### config.mk
export PLATFORM = sky130hd
export DESIGN_NAME = mfc_capture_sequencer
export DESIGN_NICKNAME = d
export VERILOG_FILES = /design/src/rtl/mfc_capture_sequencer_pkg.sv /design/src/rtl/mfc_settle_timer.sv /design/src/rtl/mfc_capture_sequencer.sv
export SDC_FILE = /design/constraint.sdc
export NUM_CORES = 1
export LEC_CHECK = 0
export ABC_CLOCK_PERIOD_IN_PS = 3100
export CORE_UTILIZATION = 45
export CTS_CLUSTER_DIAMETER = 100
export DETAILED_ROUTE_END_ITERATION = 12
export PLACE_DENSITY = 0.88
export SLEW_MARGIN = 10
export SYNTH_ARGS = -nofsm -noshare
export SYNTH_HDL_FRONTEND = slang
export SYNTH_HIERARCHICAL = 1
export SYNTH_SLANG_ARGS = --single-unit
### constraint.sdc
create_clock -name clk -period 3.1 [get_ports clk]
set_input_delay 0.31 -clock clk [delete_from_list [all_inputs] [get_ports clk]]
set_output_delay 0.31 -clock clk [all_outputs]
set_load 0.02 [all_outputs]
### src/rtl/mfc_capture_sequencer_pkg.sv
// Shared types and constants for the MFC capture sequencer and its settle timer.
package mfc_pkg;

    localparam int MFC_WIDTH = 16;
    localparam int MFC_D_W   = 4;

    typedef enum logic [1:0] {
        IDLE,
        SETTLE,
        HOLD
    } state_t;

    typedef struct packed {
        logic               eq;
        logic               ae;
        logic               gt;
        logic [MFC_D_W-1:0] d;
    } mfc_result_t;

    // Equal operands must also be magnitude-equal, not greater, and have no differing bit.
    function automatic logic mfc_inconsistent(input mfc_result_t r);
        return (r.eq && r.gt) || (r.eq && !r.ae) || (r.eq && (r.d != '0));
    endfunction

endpackage

### src/rtl/mfc_settle_timer.sv
// Counts the comparator settle window after an operand launch and pulses done on the capture edge.
module mfc_settle_timer #(
    parameter int SETTLE_CYCLES = 8
) (
    input  logic clk,
    input  logic rst,
    input  logic load,
    output logic done
);

    localparam int CW = $clog2(SETTLE_CYCLES + 1);

    logic [CW-1:0] cnt;
    logic          busy;

    assign done = busy && (cnt == '0);

    always_ff @(posedge clk) begin
        if (rst) begin
            cnt  <= '0;
            busy <= 1'b0;
        end else if (load) begin
            cnt  <= CW'(SETTLE_CYCLES - 1);
            busy <= 1'b1;
        end else if (busy) begin
            if (cnt == '0) begin
                busy <= 1'b0;
            end else begin
                cnt <= cnt - 1'b1;
            end
        end
    end

endmodule

### src/rtl/mfc_capture_sequencer.sv
// Drives operand pairs onto the MFC comparator, waits out its settle window,
// then captures EQ/AE/GT/d and offers them downstream.
module mfc_capture_sequencer
    import mfc_pkg::*;
#(
    parameter int WIDTH         = MFC_WIDTH,
    parameter int SETTLE_CYCLES = 8,
    parameter int CNT_W         = 16
) (
    input  logic               clk,
    input  logic               rst,
    input  logic               in_valid,
    output logic               in_ready,
    input  logic [WIDTH-1:0]   in_a,
    input  logic [WIDTH-1:0]   in_b,
    output logic [WIDTH-1:0]   cmp_a,
    output logic [WIDTH-1:0]   cmp_b,
    input  logic               cmp_eq,
    input  logic               cmp_ae,
    input  logic               cmp_gt,
    input  logic [MFC_D_W-1:0] cmp_d,
    output logic               out_valid,
    input  logic               out_ready,
    output logic               res_eq,
    output logic               res_ae,
    output logic               res_gt,
    output logic [MFC_D_W-1:0] res_d,
    output logic [CNT_W-1:0]   txn_count,
    output logic               err
);

    state_t      state;
    mfc_result_t res;
    mfc_result_t cap;
    logic        accept;
    logic        done;

    // HOLD accepts only as the held result drains, giving back-to-back launches.
    assign in_ready = (state == IDLE) || ((state == HOLD) && out_ready);
    assign accept   = in_valid && in_ready;
    assign cap      = '{eq: cmp_eq, ae: cmp_ae, gt: cmp_gt, d: cmp_d};

    assign res_eq = res.eq;
    assign res_ae = res.ae;
    assign res_gt = res.gt;
    assign res_d  = res.d;

    mfc_settle_timer #(
        .SETTLE_CYCLES(SETTLE_CYCLES)
    ) u_settle_timer (
        .clk (clk),
        .rst (rst),
        .load(accept),
        .done(done)
    );

    always_ff @(posedge clk) begin
        if (rst) begin
            state     <= IDLE;
            out_valid <= 1'b0;
            res       <= '0;
            cmp_a     <= '0;
            cmp_b     <= '0;
            txn_count <= '0;
            err       <= 1'b0;
        end else begin
            if (accept) begin
                cmp_a <= in_a;
                cmp_b <= in_b;
            end
            case (state)
                IDLE: begin
                    if (accept) begin
                        state <= SETTLE;
                    end
                end
                SETTLE: begin
                    if (done) begin
                        res       <= cap;
                        txn_count <= txn_count + CNT_W'(1);
                        err       <= err | mfc_inconsistent(cap);
                        out_valid <= 1'b1;
                        state     <= HOLD;
                    end
                end
                HOLD: begin
                    if (out_ready) begin
                        out_valid <= 1'b0;
                        state     <= in_valid ? SETTLE : IDLE;
                    end
                end
                default: state <= IDLE;
            endcase
        end
    end

endmodule

==> metrics, run 1 <==
synthesized area per cell=between 8 and 9 um^2; post-CTS clock slew at the launch and capture registers of the worst setup and hold paths=60 ps; share of the cycle needed by the critical path after routing=88.0%; number of distinct library cells after synthesis=31; DP Wirelength=about 4400 um; die height=76.4 um; initial DRC count=88; register bit total from synthesis=64; Post-DRT Antenna Nets=0; number of hold buffers added after cts=0; cell count after synthesis=slightly above 300; fraction of the yosys area taken by sequential cells=roughly 50%; maximum root-to-sink buffer count=2; total placed cells including tap cells=between 400 and 500; Worst VDD drop=between 0.0003 and 0.0004 V; kind of end point of the critical path=register; most area-consuming cells after synthesis=dfxtp_1, nand2_1, a21oi_1, nor2_1, xnor2_1; cells traversed along the worst timing path=inv_1, ha_1, nand2_1, nor3_1, nand4b_1, or4_4, or3_1, a21oi_1; Net Count, Synth=roughly 350; average vias per placed instance=approximately 5.1; largest area contributor in the netlist=dfxtp_1; Gate power share=approximately 15%; startpoint of the most critical register-to-register path=u_settle_timer/cnt[0]$_SDFFE_PP0P_; logic depth of the worst register-to-register path=8; number of enable-type register cells in the synthesized netlist=0; outcome=finished clean; Worst Hold Path Cells=2; relative contribution of sequential cells to total power=roughly 45%; Placeable Area=around 5200 um^2; clock tree from TritonCTS=yes; WP data required=around 3400 ps; endpoint of the lowest-slack register-to-register path=txn_count[15]$_SDFFE_PP0P_; clock network latency to the later pin of the worst-skew pair=around 330 ps; Worst slew margin=55.0%; Async SR Flop Fraction=0%; routed wire length per instance=around 13 um; # IOs=about 100; Detailed Route WL=around 6000 um; die area=5830 um^2; leakage power=0.00133 uW; drt pass-1 iters=4; Least-Margin Pin Slew=around 670 ps; minimum setup slack in the final design=371 ps; htree depth=3; kind of path behind the tightest hold check=reg2reg; worst slack, placed=~420 ps; grt total ovfl=0; count of input and output buffers=100; r2r setup slk=roughly 370 ps; number of cells upsized or downsized after cts=0; setup repair after global routing missed its margin=no; Tmin final=approximately 2700 ps; signed area change from the synthesized netlist to the final layout=51.5%; number of global-route vias before repair=about 2,400; global-route wire length before repair=between 10,000 and 15,000 um; buffer type at the clock tree root=clkbuf_8; fin area=3770 um^2; largest net degree at the start of global routing=40; Synth top cells by count=nand2_1, dfxtp_1, a21oi_1, nor2_1, clkbuf_1; Setup violations, final=0; Pwr Density=532 nW/um^2; launch instance of the worst min-delay path=res_d[1]$_SDFFE_PP0P_; critical-path maximum fanout=12; effective utilization at floorplan=~48%; most frequent cell after synthesis=nand2_1; endpoint of the worst hold path=res_d[1]$_SDFFE_PP0P_; Setup Crit Path Kind=reg2reg; Cell Rows=26; Synth Flop Type=dfxtp_1; Hold WS=about 450 ps; f_max=approximately 0.37 GHz; net switching component of the power=roughly 470 uW; slowest stage cell, crit path=or4_4; post-detailed-route DRC marker count=0; max_cap viols=0; peak per-stage delay on the critical path=between 600 and 700 ps; Setup Fix Bufs, Post-CTS=0; number of synthesis warnings=6; kind of launch point of the worst setup path=register; final weighted congestion in routability-driven placement=approximately 0.81; cell area after synthesis=2490 um^2; clock network power share=just over 40%; horizontal die dimension=between 70 and 80 um; TritonCTS Buffers=9; post-place instance area=roughly 3500 um^2; internal power component=approximately 1500 uW; share of layout cells above drive strength 1=5.83%; clock skew after layout=between 5 and 6 ps; switching power share of the total=a little under a quarter; final max-slew violation count=0; Sink Count=64; area of combinational cells with multiple inputs=1120 um^2; Reg area=~1300 um^2; arrival time worst endpoint=approximately 3000 ps; non-filler instance count after layout=482; routed via count=2,469; nets=452; GRT Total Usage=22.1%; Final Hold Fails=0; top-area cell type share of the netlist area=between 50% and 60%; number of fillers in the final layout=a little under 400; number of antenna violations at the first check in global routing=0; total negative slack for setup checks=0 ps; number of antenna cells inserted=0
## cells in the final DEF (no fill, tap or decap)
cell and instances:
clkdlybuf4s50_1 99, nand2_1 88, dfxtp_1 64, a21oi_1 50, nor2_1 19, clkbuf_8 12, xnor2_1 8, nor3_1 8
nand4_1 7, inv_1 6, nor4_1 5, or3_1 5, nand3_1 4, o21ai_0 4, buf_4 4, xor2_1 3
nand2b_1 3, nor2b_1 2, nor4b_1 2, ha_1 2, bufinv_16 2, clkbuf_1 2, and4b_2 2, a211oi_1 2
o21ai_2 1, nand4b_1 1, and3b_1 1, or4_4 1, a31oi_1 1, buf_2 1, or3b_4 1, o41ai_1 1
and4b_1 1
## worst max path at each step
stage                                            start                    endpoint  cells past startpoint
CTS                 u_settle_timer/cnt[0]$_SDFFE_PP0P_  txn_count[15]$_SDFFE_PP0P_                      8
global route        u_settle_timer/cnt[0]$_SDFFE_PP0P_  txn_count[15]$_SDFFE_PP0P_                      8
detailed placement  u_settle_timer/cnt[0]$_SDFFE_PP0P_  txn_count[15]$_SDFFE_PP0P_                      8
floorplan           u_settle_timer/cnt[0]$_SDFFE_PP0P_  txn_count[15]$_SDFFE_PP0P_                      8
finish              u_settle_timer/cnt[0]$_SDFFE_PP0P_  txn_count[15]$_SDFFE_PP0P_                      8
global placement    u_settle_timer/cnt[0]$_SDFFE_PP0P_  txn_count[15]$_SDFFE_PP0P_                      8
## layout make-up
class | instances | share of cell area [%]
multi-input cells | 222 | 29.7
well taps | 70 | 2.32
flip-flops and latches | 64 | 34.0
clock buffers | 14 | 4.58
clock inverters | 2 | 1.59
repair buffers | 104 | 27.2
inverters | 6 | 0.597
## registers in the layout, indices dropped and copies added, names as in the netlist
signal	cells
cmp_a	16
cmp_b	16
txn_count	16
res_d	4
u_settle_timer/cnt	4
state	2
err	1
out_valid	1
res_ae	1
res_eq	1
res_gt	1
u_settle_timer/busy	1
## worst max-delay path: cells and delay by family, from the launching register on
family | cells | cell delay (ps)
fa+ha+maj | 1 | 170
simple gates | 5 | 1930
buf+inv | 1 | 70
flops | 1 | 340
compound gates | 1 | 140
## cells by family (layout without fill, tap and decap cells)
| logic type | after synthesis | in the layout | synth area share, % |
|---|---|---|---|
| flops | 64 | 64 | 51.5 |
| fa+ha+maj | 2 | 2 | 1.01 |
| simple gates | 150 | 150 | 27.7 |
| xor+xnor | 11 | 11 | 3.87 |
| buf+inv | 23 | 126 | 3.67 |
| compound gates | 59 | 59 | 12.3 |
## power groups by stage
| stage | clock network (uW) | logic [uW] | registers (uW) |
|---|---|---|---|
| 2_1_floorplan | 0 | 115 | 943 |
| 3_3_place_gp | 0 | 292 | 908 |
| 3_5_place_dp | 0 | 297 | 910 |
| 4_1_cts | 829 | 299 | 892 |
| 5_1_grt | 869 | 325 | 898 |
| 6_report | 816 | 297 | 893 |
## metrics by stage
stage | util, % | power [uW]
detailed placement | 68.0 | 1210
finish | 72.4 | 2000
CTS | 72.4 | 2020
global placement | 68.0 | 1200
global route | 72.4 | 2090
floorplan | - | 1060
## layer usage
layer | wire [um] | track usage, %
met4 | 121 | 10.2
met5 | 0 | 0
met2 | 2950 | 38.2
met3 | 462 | 6.35
met1 | 2540 | 25.2
(Power assumes the default switching activity.)
==> run 2, diff against run 1 <==
HOLD_SLACK_MARGIN = 0.06   (was default)
==> results of run 2 <==
The final DEF is identical to that of run 1; final timing and power are the same.
